--- src/rtl/math_seq_pkg.sv ---
// Shared definitions for the math pipelined sequencer slice.
//   state_t   : sequencer FSM states (IDLE/SETTLE/DONE)
//   FLAG_*    : bit positions inside the ALU flag vector {neq,eq,xor,or,and}
//   clog2     : counter width helper (never returns less than 1)
package math_seq_pkg;

  typedef enum logic [1:0] {
    IDLE   = 2'd0,
    SETTLE = 2'd1,
    DONE   = 2'd2
  } state_t;

  localparam int unsigned FLAG_AND = 0;
  localparam int unsigned FLAG_OR  = 1;
  localparam int unsigned FLAG_XOR = 2;
  localparam int unsigned FLAG_EQ  = 3;
  localparam int unsigned FLAG_NEQ = 4;
  localparam int unsigned FLAG_W   = 5;

  function automatic int unsigned clog2(input int unsigned value);
    int unsigned r;
    r = 0;
    while ((64'd1 << r) < 64'(value)) r++;
    return (r == 0) ? 1 : r;
  endfunction

endpackage

--- src/rtl/math_settle_timer.sv ---
// Loadable down-counter that measures the operand settle window.
//   clk, rst : clock, synchronous active-high reset
//   load     : reload the counter with SETTLE_CYCLES-1
//   dec_en   : count down by one (saturates at zero)
//   zero     : counter currently at zero
module math_settle_timer
  import math_seq_pkg::*;
#(
  parameter int unsigned SETTLE_CYCLES = 5
) (
  input  logic clk,
  input  logic rst,
  input  logic load,
  input  logic dec_en,
  output logic zero
);

  localparam int unsigned CNT_W = clog2(SETTLE_CYCLES);
  localparam logic [CNT_W-1:0] RELOAD = CNT_W'(SETTLE_CYCLES - 1);

  logic [CNT_W-1:0] count;

  always_ff @(posedge clk) begin
    if (rst) begin
      count <= '0;
    end else if (load) begin
      count <= RELOAD;
    end else if (dec_en && (count != '0)) begin
      count <= count - CNT_W'(1);
    end
  end

  assign zero = (count == '0);

endmodule

--- src/rtl/math_pipelined_sequencer.sv ---
// Issue/retire stage around the pipelined ALU. Accepts an operand triple,
// holds it on alu_i1..3 for SETTLE_CYCLES edges, then captures the ALU
// results into an output register with its own valid/ready handshake.
//   clk, rst             : clock, synchronous active-high reset
//   in_valid/in_ready    : operand handshake, in_a/in_b/in_c operands
//   alu_i1/alu_i2/alu_i3 : registered operands driven to the ALU
//   alu_sum/sub/flags    : ALU results, flags = {neq,eq,xor,or,and}
//   out_valid/out_ready  : result handshake, out_sum/out_sub/out_flags
//   busy                 : FSM not idle
// Optional build macro MATH_SEQ_SETTLE_CHECK_EN adds a sticky err output and
// one extra settle cycle that re-samples the results to detect instability.
module math_pipelined_sequencer
  import math_seq_pkg::*;
#(
  parameter int unsigned WIDTH         = 4,
  parameter int unsigned LATENCY       = 4,
  parameter int unsigned SETTLE_CYCLES = LATENCY + 1
) (
  input  logic              clk,
  input  logic              rst,
  input  logic              in_valid,
  output logic              in_ready,
  input  logic [WIDTH-1:0]  in_a,
  input  logic [WIDTH-1:0]  in_b,
  input  logic [WIDTH-1:0]  in_c,
  output logic [WIDTH-1:0]  alu_i1,
  output logic [WIDTH-1:0]  alu_i2,
  output logic [WIDTH-1:0]  alu_i3,
  input  logic [WIDTH-1:0]  alu_sum,
  input  logic [WIDTH-1:0]  alu_sub,
  input  logic [FLAG_W-1:0] alu_flags,
  output logic              out_valid,
  input  logic              out_ready,
  output logic [WIDTH-1:0]  out_sum,
  output logic [WIDTH-1:0]  out_sub,
  output logic [FLAG_W-1:0] out_flags,
  output logic              busy
`ifdef MATH_SEQ_SETTLE_CHECK_EN
  ,
  output logic              err
`endif
);

  if (SETTLE_CYCLES == 0) begin : g_bad_settle
    $error("math_pipelined_sequencer: SETTLE_CYCLES must be at least 1");
  end

  state_t state, state_next;
  logic   accept, capture, out_fire, timer_zero, settle_done;

  math_settle_timer #(
    .SETTLE_CYCLES(SETTLE_CYCLES)
  ) u_timer (
    .clk    (clk),
    .rst    (rst),
    .load   (accept),
    .dec_en (state == SETTLE),
    .zero   (timer_zero)
  );

  assign accept   = in_valid & in_ready;
  assign out_fire = out_valid & out_ready;
  assign capture  = (state == SETTLE) & settle_done;
  assign busy     = (state != IDLE);

  always_ff @(posedge clk) begin
    if (rst) state <= IDLE;
    else     state <= state_next;
  end

  always_comb begin
    state_next = state;
    in_ready   = 1'b0;
    case (state)
      IDLE: begin
        in_ready = 1'b1;
        if (in_valid) state_next = SETTLE;
      end
      SETTLE: begin
        if (capture) state_next = DONE;
      end
      DONE: begin
        in_ready = out_ready;
        if (out_ready) state_next = in_valid ? SETTLE : IDLE;
      end
      default: state_next = IDLE;
    endcase
  end

  // Accept from DONE coincides with out_fire, so out_valid drops on that edge.
  always_ff @(posedge clk) begin
    if (rst) begin
      alu_i1    <= '0;
      alu_i2    <= '0;
      alu_i3    <= '0;
      out_sum   <= '0;
      out_sub   <= '0;
      out_flags <= '0;
      out_valid <= 1'b0;
    end else begin
      if (accept) begin
        alu_i1 <= in_a;
        alu_i2 <= in_b;
        alu_i3 <= in_c;
      end
      if (capture) begin
        out_sum   <= alu_sum;
        out_sub   <= alu_sub;
        out_flags <= alu_flags;
        out_valid <= 1'b1;
      end else if (out_fire) begin
        out_valid <= 1'b0;
      end
    end
  end

`ifdef MATH_SEQ_SETTLE_CHECK_EN
  // First time the timer reaches zero the results are snapshotted and the FSM
  // stays in SETTLE one more edge; the second sample is captured and compared.
  logic              sampled;
  logic [WIDTH-1:0]  snap_sum, snap_sub;
  logic [FLAG_W-1:0] snap_flags;

  assign settle_done = timer_zero & sampled;

  always_ff @(posedge clk) begin
    if (rst) begin
      sampled    <= 1'b0;
      snap_sum   <= '0;
      snap_sub   <= '0;
      snap_flags <= '0;
      err        <= 1'b0;
    end else begin
      if (accept) begin
        sampled <= 1'b0;
      end else if ((state == SETTLE) && timer_zero && !sampled) begin
        sampled    <= 1'b1;
        snap_sum   <= alu_sum;
        snap_sub   <= alu_sub;
        snap_flags <= alu_flags;
      end
      if (capture && ({snap_sum, snap_sub, snap_flags} != {alu_sum, alu_sub, alu_flags}))
        err <= 1'b1;
    end
  end
`else
  assign settle_done = timer_zero;
`endif

endmodule
--- config.mk ---
export PLATFORM = sky130hd
export DESIGN_NAME = math_pipelined_sequencer
export DESIGN_NICKNAME = d
export VERILOG_FILES = /design/src/rtl/math_seq_pkg.sv /design/src/rtl/math_settle_timer.sv /design/src/rtl/math_pipelined_sequencer.sv
export SDC_FILE = /design/constraint.sdc
export NUM_CORES = 1
export LEC_CHECK = 0
export CORE_UTILIZATION = 43
export CTS_BUF_LIST = sky130_fd_sc_hd__clkbuf_4 sky130_fd_sc_hd__clkbuf_8
export DETAILED_ROUTE_END_ITERATION = 12
export HOLD_SLACK_MARGIN = 0.08
export PLACE_DENSITY = 0.92
export SLEW_MARGIN = 40
export SYNTH_ARGS = -nofsm -noshare
export SYNTH_HDL_FRONTEND = slang
export SYNTH_SLANG_ARGS = --single-unit
--- constraint.sdc ---
create_clock -name clk -period 1.4 [get_ports clk]
set_input_delay 0.28 -clock clk [delete_from_list [all_inputs] [get_ports clk]]
set_output_delay 0.28 -clock clk [all_outputs]
set_load 0.01 [all_outputs]
# == After elaboration in Yosys (flattened, before gate mapping) ==
# Cells that the tools add are included.
# totals
reg_bits,31
inputBits,29
out_inout_bits,28
wordCells,38
# classes
addsub,1
n_eq_ne,5
muxes,10
bitwise,3
reduce_logical,9
# ops
op,n
$mux 2,3
$mux 3,2
$ne 2x2->1 const B,3
$pmux 2 s3,1
$reduce_bool 2->1,3
$and 1x1->1,3
$logic_not 3->1,1
$mux 1,3
$reduce_and 3->1,1
$reduce_bool 3->1,1
$sub 3x1->3 const B,1
$eq 2x1->1 const B,1
$eq 2x2->1 const B,1
$logic_not 2->1,1
$pmux 1 s2,1
$reduce_or 2->1,1
$logic_and 1x1->1,1

# == Logic depth before layout (Yosys ltp) ==
# Gate-level depths: netlist of the first run.
# depth
ltp_word,4
depth_mapped,6
mapped_depth_nobuf,5

# == Modules after synthesis ==
# Synthesis of the first run repeated with hierarchy kept, for this count alone.
# hier_totals
hier_cells,144
hier_area_um2,1335.0
# by_module_without_submodules
mod,instances,cells_per_inst,area_per_inst_um2,seq_area_each_um2
math_pipelined_sequencer,1,125,1151.1,560.5
math_settle_timer,1,19,183.9,60.1

# == Worst setup path before layout of the first run ==
# No wires, ideal clock.
# synth_path
path_kind,register -> register
startpoint,register u_timer.count[0]
endpoint,register u_timer.count[1]
setup_ns,0.103
t_arrival_ns,1.165
required_ns,1.297
setup_slack_ns,0.132
path_stages_with_launch,6
n_path_buf,0
synth_period_minus_slack_ns,1.268
path_cell_list,dfxtp_1 > inv_1 > ha_1 > nand2b_1 > and3_1 > a2111oi_2
# synth_via
elab_chain_len,2
word_cells_on_any_way,3
classes_between,1 x add/sub; 2 x reduce/logical
# synth_lines
item,line,source
"start, declared",math_settle_timer.sv:21,logic [CNT_W-1:0] count;
"start signal, assigned",math_settle_timer.sv:29,count <= count - CNT_W'(1);
"parallel branches: the longest is 2 deep, another holds $sub 3x1->3",--,
# Several ways; the timed one is not identified.
# A chain may end at the register's enable or synchronous reset.

# == Final worst setup path of the first run ==
# layout_path
startpoint,register state[1]
endpoint,output port in_ready
# layout_via
elab_chain_len,2
word_cells_on_any_way,3
classes_between,1 x eq/ne; 1 x mux; 1 x reduce/logical
# layout_lines
item,line,source
"start, declared",math_pipelined_sequencer.sv:48,"state_t state, state_next;"
"start signal, assigned",math_pipelined_sequencer.sv:68,else state <= state_next;
$eq 2x2->1 or $logic_not 2->1 (tied branches),math_pipelined_sequencer.sv:74,case (state)
$pmux 1 s2 (*),math_pipelined_sequencer.sv:74,
"end, declared",math_pipelined_sequencer.sv:22,"output logic in_ready,"
# Every way passes the cells marked *; elsewhere a longest branch is shown, timed or not.

==> results.sh, run 1 <==
export IMPL_status="finished, violations left"
export IMPL_drt_wl_total_mm=3.22
export IMPL_dp_hpwl_mm=2.13
export IMPL_synthTopCellsByArea="dfxtp_1 48%, a21oi_1 11%, nand2_1 7.8%"
export IMPL_path_class="flip-flop to output port"
export IMPL_crit_path_max_fanout=4
export IMPL_fin_crit_ps=1400
export IMPL_cts_buffers=5
export IMPL_p_leak_nw=0.877
export IMPL_cap_violations=0
export IMPL_ys_flop_type="dfxtp_1"
export IMPL_start_util=0.461
export IMPL_drt_iter0_drc=39
export IMPL_die_y_um=56.8
export IMPL_finalCritPeriodShare=1.00
export IMPL_fin_util=0.714
export IMPL_fin_area_mm2=0.00200
export IMPL_layout_drive_gt1_share=0.151
export IMPL_grt_pass1_wl_mm=5.18
export IMPL_netlist_instances=149
export IMPL_power_mw=1.92
export IMPL_die_x_um=56.8
export IMPL_end_kind="output port"
export IMPL_core_mm2=0.00281
export IMPL_clock_sinks=31
export IMPL_async_flop_share=0
export IMPL_clk_latency_ps=330
export IMPL_overflow=0
export IMPL_final_nets=243
export IMPL_place_area_mm2=0.00193
export IMPL_cts_tree="yes"
export IMPL_vdd_drop_max_uv=596
export IMPL_startpoint_type="flip-flop"
export IMPL_stdcell_count=243
export IMPL_finalHoldViolations=0
export IMPL_yosysUniqueCellTypes=26
export IMPL_fin_ws_ps=-0.335
export IMPL_synth_nets=180
export IMPL_p_per_area_mw_per_mm2=961
export IMPL_clock_root_buffer="clkbuf_4"
export IMPL_ys_seq_elements=31
export IMPL_viasPerCell=5.52
export IMPL_hold_class="input pin to flip-flop"
export IMPL_num_antenna_cells=0
export IMPL_die_area_mm2=0.00323
export IMPL_worst_pin_slew_ps=446
export IMPL_gp_congestion=0.775
export IMPL_grt_pass1_vias=1227
export IMPL_synth_top_area_frac=0.480
export IMPL_cts_buffer_depth=2
export IMPL_syn_area_mm2=0.00129
export IMPL_place_inst=234
export IMPL_ant_nets=0
export IMPL_max_slew_margin_rel=0.702
export IMPL_dr_pass1_iters=8
export IMPL_yosys_warnings=0
export IMPL_finClkSkew_ps=4.20
export IMPL_rows=19
export IMPL_syn2layout_area_growth_pct=54.9
export IMPL_crit_required_ps=1120
export IMPL_grt_setup_unrepaired="yes"
export IMPL_drc_errors=2
export IMPL_slew_violations=0
export IMPL_vias=1341
export IMPL_htreeDepth=2
export IMPL_grt_usage=0.208
export IMPL_cts_clk_slew_worst_paths_ps=90
export IMPL_setup_violations=1
export IMPL_synth_edf_count=0
export IMPL_synth_seq_area_share=0.480
export IMPL_cts_hold_buffers=0
export IMPL_fmax_mhz=714
export IMPL_failed_checks="DRC, setup timing"
export IMPL_avgSynthCellArea_um2=8.67
export IMPL_synth_largest_area_cell="dfxtp_1"
export IMPL_arrival_ps=1120
export IMPL_io_pins=57
export IMPL_drt_wirelength_per_cell_um=13.2
export IMPL_io_buffer_count=56
export IMPL_antenna_found_initial=0
export IMPL_grt_max_degree=21
placed cells by master, fill, tap and decap left out:
master           count
and2b_2              1
a21oi_1             29
a211oi_1             1
clkinv_2             1
buf_12               2
dfxtp_4              1
buf_4                9
buf_6                2
ha_1                 1
a21o_1               1
nor3_2               1
nand4bb_4            1
o31ai_1             12
a2111oi_2            1
inv_1                2
dfxtp_2              1
nand2_1             27
clkdlybuf4s50_1     27
buf_2                1
nand3_1              2
nand4_1             12
dfxtp_1             29
nand3b_1             1
or2_4                1
ha_4                 1
clkbuf_4             5
mux2i_1              1
nor2b_4              1
and4bb_1             1
dlygate4sd2_1       27
nand2b_1             3
and3_1               1
clkbuf_8             1
nor2_1               3
inv_2                2
flip-flops by register name, indices dropped and copies added (netlist names):
name,cells
alu_i1,4
out_valid,1
alu_i2,4
alu_i3,4
out_sum,4
state,2
out_sub,4
u_timer.count,3
out_flags,5
report_power, final:
part           total [mW]  internal, mW  switching, mW
logic               0.431         0.231          0.200
clock network       0.523         0.232          0.291
registers           0.969         0.938         0.0310
per-layer routing:
metal | GRT usage | vias up | share of wire
met4 | 0.0836 | 0 | 0.014
met2 | 0.349 | 71 | 0.48
met3 | 0.0714 | 6 | 0.094
met1 | 0.243 | 609 | 0.41
met5 | 0 | - | 0
li1 | - | 655 | -
worst paths after layout:
| check | startpoint | slack [ps] | to | depth (start not counted) |
|---|---|---|---|---|
| setup / recovery | state[1] | -0.3 | in_ready | 3 |
| hold / removal | out_ready | 420 | out_valid | 3 |
| setup reg to reg | state[1] | 70 | alu_i3[2] | 5 |
| hold reg to reg | out_flags[0] | 450 | out_flags[0] | 2 |
critical path: stages, from the launching register on:
cell and delay (ps):
dfxtp_4 360, and2b_2 200, nor2_1 90, buf_2 140
what timing repair did:
item / 4_1_cts / 5_1_grt
setup endpoints to repair: 29 / 16
buffers inserted: 1 / 1
resized for setup: 40 / 7
kinds of logic (layout without fill, tap and decap cells):
family | count (synthesis) | after routing | synth area share
and+or+nand+nor | 55 | 55 | 0.227
muxes | 1 | 1 | 0.00774
AOI/OAI and AO/OA | 44 | 44 | 0.205
DFF | 31 | 31 | 0.480
adders and majority gates | 2 | 2 | 0.0194
buffers and inverters | 16 | 79 | 0.0610
area by class of cell:
| cell class | count | area [um2] |
|---|---|---|
| flip-flops and latches | 31 | 626 |
| multi-input cells | 102 | 624 |
| clock inverters | 1 | 5.00 |
| fillers | 225 | 803 |
| repair buffers | 68 | 642 |
| well taps | 31 | 38.8 |
| inverters | 4 | 15.0 |
| clock buffers | 6 | 51.3 |
metrics by stage:
step                      setup TNS (ps)  hold slack [ps]  setup WS [ps]
after CTS                          -22.3              412          -22.3
after detailed placement           -4050              446           -560
after floorplan                        0              356            132
after global placement             -3670              441           -539
after global routing               -74.2              431          -53.9
final                             -0.335              422         -0.335
cells in the mapped netlist, drive strengths merged, types with 2 or more instances:
| master | instances |
|---|---|
| nor2 | 3 |
| nand2 | 27 |
| ha | 2 |
| nand3 | 2 |
| clkbuf | 6 |
| inv | 4 |
| buf | 6 |
| nand4 | 12 |
| a21oi | 29 |
| o31ai | 12 |
| nand2b | 3 |
| dfxtp | 31 |
Note: power is estimated with default switching activity, not from simulation.
==> inputs of run 2 (changes only) <==
--- a/config.mk
+++ b/config.mk
@@ -5,6 +5,7 @@
 export SDC_FILE = /design/constraint.sdc
 export NUM_CORES = 1
 export LEC_CHECK = 0
+export CAP_MARGIN = 20
 export CORE_UTILIZATION = 43
 export CTS_BUF_LIST = sky130_fd_sc_hd__clkbuf_4 sky130_fd_sc_hd__clkbuf_8
 export DETAILED_ROUTE_END_ITERATION = 12
==> results of run 2 <==
The final DEF is identical to that of run 1; final timing and power are the same.
==> edit 1 (flow settings as in run 2) <==
Register the output `out_flags` once more, without a reset; this adds one clock of latency there. The other outputs are not delayed to match.
--- a/src/rtl/math_pipelined_sequencer.sv
+++ b/src/rtl/math_pipelined_sequencer.sv
@@ -41,4 +41,6 @@
 `endif
 );
+
+  logic [FLAG_W-1:0] out_flags_s0;
 
   if (SETTLE_CYCLES == 0) begin : g_bad_settle
@@ -96,5 +98,5 @@
       out_sum   <= '0;
       out_sub   <= '0;
-      out_flags <= '0;
+      out_flags_s0 <= '0;
       out_valid <= 1'b0;
     end else begin
@@ -107,5 +109,5 @@
         out_sum   <= alu_sum;
         out_sub   <= alu_sub;
-        out_flags <= alu_flags;
+        out_flags_s0 <= alu_flags;
         out_valid <= 1'b1;
       end else if (out_fire) begin
@@ -148,3 +150,7 @@
 `endif
 
+  always_ff @(posedge clk) begin
+    out_flags <= out_flags_s0;
+  end
+
 endmodule
Function: changed (Yosys sat finds a counterexample within 10 cycles, from zero or initial values and one cycle with rst high).
==> edit 1 against run 2 <==
Non-clock buffer count down 2; total power up 11%; utilization decreased by 2.9 points; synthesized area is 4.8% higher; final area up 3.5%; die area increased by 4.7%; worst setup slack better by 39 ps; sequential cell count increased by 5; routed wire length shrank 1.2%; worst hold slack got worse by 67 ps; critical path type unchanged.
==> edit 1: results (changes against run 2) <==
Outcome
  • Status: finished clean

Finish
  • Fraction of layout cells with a size suffix above 1: 0.152 (+0.00113)
  • FILL cells: 260 (+16%)
  • Multi-input gate area: 597 sq um (-4.4%)
  • Nets@finish: 247 (+1.6%)
  • Leading registers by flop count: out_flags x5, out_flags_s0 x5

Synthesis
  • Post-synth cell types: 29 (+12%)
  • Commonest cells post-synth: dfxtp_1, a21oi_1, nand2_1
  • Synth Area per Inst: 8.86 sq um (+2.1%)

Global routing
  • Largest net degree at the start of global routing: 32 (+52%)
  • Global Route Usage Sum: 0.201 (-0.00757)
  • Vias in the first global route: 1186 (-3.3%)

STA
  • Smallest hold slack: 356 ps (-66.6 ps)
  • Worst slew pin tran: 352 ps (-93.6 ps)

Setup path
  • Worst R2R Setup Slack: 90 ps (+20 ps)
  • Max FO, Critical Path: 3 (-1)
  • Worst path arrival time: 1080 ps (-40 ps)
  • RR Startpoint: state[0]

Placement
  • Gpl congestion: 0.797 (+2.8%)
  • Cell count after placement: 251 (+7.3%)
  • Area after DPL: 0.00200 sq mm (+3.8%)
  • Pre-CTS setup slack: -393 ps (+167 ps)
  • HPWL after DPL: 2140 microns (+0.61%)

Hold path
  • Hold EP: out_flags[2]
  • Hold Startpoint: out_flags_s0[2]

Routing
  • 1st-iter DRT viols: 45 (+15%)
  • Via count: 1304 (-2.8%)
  • Wirelength per Cell: 12.2 microns (-8.0%)

Power
  • Peak VDD IR: 704 uV (+18%)

Clock network
  • CTS clock-pin slew for the worst setup and hold paths: 110 ps (+20 ps)
edit 1: kinds of logic after synthesis:
group,share of synthesized area
adders and majority gates,0.0185
muxes,0.00739
AOI/OAI and AO/OA,0.186
buffers and inverters,0.0517
and+or+nand+nor,0.205
DFF,0.532
edit 1: layer usage:
layer / track usage / part of all wire
met1: 0.215 / 0.43
met2: 0.330 / 0.48
met3: 0.0826 / 0.066
met4: 0.119 / 0.028
met5: 0 / 0
edit 1: timing repair:
item / in CTS / in global routing
resized for setup: 40 / 3
buffers inserted: 1 / 0
gates cloned: 0 / 1
endpoints found under the setup margin: 28 / 6
pin swaps: 0 / 3
hold endpoints to repair: 0 / 0
edit 1: area by class of cell:
cell class / count / share of cell area
Inverter: 2 / 0.00362
Clock inverter: 1 / 0.00362
Sequential cell: 36 / 0.349
Timing Repair Buffer: 66 / 0.301
Multi-Input combinational cell: 105 / 0.288
Tap cell: 44 / 0.0266
Clock buffer: 7 / 0.0284
edit 1: how the worst max path moves through the flow:
stage | slack (ps) | depth (start not counted) | end | from
after floorplan | 160 | 5 | u_timer.count[1] | u_timer.count[0]
after global placement | -390 | 4 | in_ready | out_ready
after detailed placement | -390 | 4 | in_ready | out_ready
after CTS | 1 | 5 | u_timer.count[1] | u_timer.count[0]
after global routing | -30 | 3 | in_ready | state[1]
final | 40 | 3 | in_ready | state[1]
edit 1: report_power, final:
part           switching (mW)  leakage, nW  internal [mW]
registers              0.0292        0.295           1.09
clock network           0.338       0.0349          0.265
logic                   0.186        0.553          0.227
total                   0.554        0.883           1.58
edit 1: worst max-delay path, cell delays in order, from the launching register on:
cell and delay (ps):
dfxtp_2 350, nor2b_4 130, nor2_1 110, buf_2 140
==> edit 2 (settings of run 2) <==
Without the edit above. Set the parameter `LATENCY` to 8 (it was 4).
--- a/src/rtl/math_pipelined_sequencer.sv
+++ b/src/rtl/math_pipelined_sequencer.sv
@@ -14,5 +14,5 @@
 #(
   parameter int unsigned WIDTH         = 4,
-  parameter int unsigned LATENCY       = 4,
+  parameter int unsigned LATENCY       = 8,
   parameter int unsigned SETTLE_CYCLES = LATENCY + 1
 ) (
Formal check against the unedited RTL: not equivalent (a bounded check fails within 10 cycles, from zero or initial values and one cycle with rst high).
==> edit 2 against run 2 <==
The flow still finishes with violations (DRC, setup timing); routed wire length increased by 17%; synthesized area rose by 0.87%; final area up 6.3%; total power rose by 21%; worst setup slack got worse by 8.1 ps; fmax decreased by 0.58%; sequential cell count grew 1; non-clock buffer count grew 6; utilization rose by 4.5 points; register-to-register slack worse by 80 ps; critical path type is now reg -> reg.
==> edit 2: results (changes against run 2) <==
Placement
  • Gpl congestion: 0.804 (+3.7%)
  • Cell count after placement: 249 (+6.4%)
  • HPWL after DPL: 2470 microns (+16%)

Synthesis
  • Synth top area cells: dfxtp_1, a21oi_1, nand3_1
  • Post-synthesis mux area share: 0 (-0.00774)
  • Seq/Total Area, Yosys: 0.491 (+0.0112)
  • Synth Area per Inst: 8.30 sq um (-4.3%)
  • Post-Synth Adder-Cell Area: 0.00960 (-0.00976)
  • Most used DFF post-synth: dfxtp_1
  • Synth Net Count: 187 (+3.9%)
  • Compound-Gate Fraction of Synth Area: 0.251 (+0.0462)
  • Commonest cells post-synth: dfxtp_1, a21oi_1, nand3_1
  • Post-synth cell types: 23 (-12%)
  • Syn. warnings: 0 (unchanged)

Finish
  • Largest Register: out_flags
  • Fraction of layout cells with a size suffix above 1: 0.221 (+0.0703)
  • Nets@finish: 255 (+4.9%)
  • FILL cells: 224 (-0.44%)

STA
  • Clock skew: 8.20 ps (+4.01 ps)
  • Final setup viols: 2 (+1)
  • Slew headroom: 0.746 (+0.0441)
  • Final setup margin: -8.47 ps (-8.13 ps)

Outcome
  • Failing checks: DRC, setup timing
  • Status: complete, but fails checks

Hold path
  • Worst hold path type: reg -> reg

Global routing
  • Met2 Usage GRT: 0.383 (+0.0346)
  • Met3 GRT Util: 0.0726 (+0.00113)
  • GR Overflow Total: 0 (unchanged)
  • Global Route Usage Sum: 0.240 (+0.0319)
  • GR Util met1: 0.300 (+0.0571)
  • First-pass GRT wire length: 6000 microns (+16%)
  • Initial antenna violation count: 0 (unchanged)

Routing
  • Drc violations: 4 (+2)
  • 1st-iter DRT viols: 57 (+46%)
  • Final Routed Wirelength: 3760 microns (+17%)
  • Via-per-instance ratio: 5.57 (+0.97%)
  • Via count: 1432 (+6.8%)

Power
  • Leakage: 0.898 nW (+2.4%)
  • Net switching power of the design: 626 uW (+20%)
  • Peak VDD IR: 786 uV (+32%)

Setup path
  • Max FO, Critical Path: 9 (+5)
  • Worst path arrival time: 1630 ps (+510 ps)

Clock network
  • Cts bufs inserted: 5 (unchanged)
  • H-tree Lvls: 2 (unchanged)
  • Clock latency on the worst-skew pair: 340 ps
  • CTS clock-pin slew for the worst setup and hold paths: 100 ps
-- edit 2: cell count changes after synthesis, sizes merged, moves of 2 or more --
cell / before / now
o21ai: 0 / 27
nand2: 27 / 2
nand3: 2 / 27
nand4: 12 / 0
o31ai: 12 / 0
a21oi: 29 / 31
nand2b: 3 / 5
nor2b: 1 / 3
-- edit 2: final timing paths --
path | from | to | depth (start not counted)
worst max-delay path | u_timer.count[1] | out_sum[1] | 6
worst min-delay path | out_flags[2] | out_flags[2] | 2
worst max register to register | u_timer.count[1] | out_sum[1] | 6
worst min register to register | out_flags[2] | out_flags[2] | 2
-- edit 2: per-stage QoR --
step / worst slack (ps) / utilization / cell area, sq um / hold slack [ps] / setup TNS (ps)
final: -8.47 / 0.759 / 2130 / 464 / -10.7
after global routing: -43.0 / 0.759 / 2130 / 488 / -452
after CTS: -1.07 / 0.735 / 2060 / 480 / -2.05
after detailed placement: -330 / 0.711 / 1990 / 468 / -1890
after global placement: -315 / 0.711 / 1990 / 461 / -945
after floorplan: -10.4 / - / 1330 / 428 / -51.3
-- edit 2: cell type report --
cell class,instances,share of cell area
flip-flops and latches,32,0.305
repair buffers,74,0.315
multi-input cells,109,0.313
well taps,31,0.0182
clock buffers,7,0.0306
clock inverters,1,0.0141
inverters,3,0.00529
-- edit 2: critical path, cell delays in order (launching register included) --
cell and delay [ps]:
dfxtp_2 340, inv_2 60, ha_4 140, or3b_4 390
buf_6 150, o21ai_1 130, a21oi_1 80
-- edit 2: power by group through the flow --
stage	logic, mW	registers [mW]	clock network, mW
after global placement	0.501	1.02	0
after floorplan	0.223	1.04	0
final	0.534	1.00	0.799
after CTS	0.485	0.998	0.802
after global routing	0.577	1.01	0.854
after detailed placement	0.510	1.02	0
-- edit 2: repair_timing --
action | in CTS | in global routing
endpoints found under the setup margin | 33 | 16
setup buffers | 0 | 0
gates resized for setup | 44 | 18
pin swaps | 0 | 3
-- edit 2: layer usage --
layer	vias up	wire, microns
met5	-	0
met4	0	59
met3	5	355
met2	66	1730
met1	663	1610
li1	698	-
-- edit 2: kinds of logic (layout without fill, tap and decap cells) --
logic type                 count (synthesis)  in the layout
DFF                                       32             32
and+or+nand+nor                           46             46
adders and majority gates                  1              1
AOI/OAI and AO/OA                         62             62
buffers and inverters                     16             85
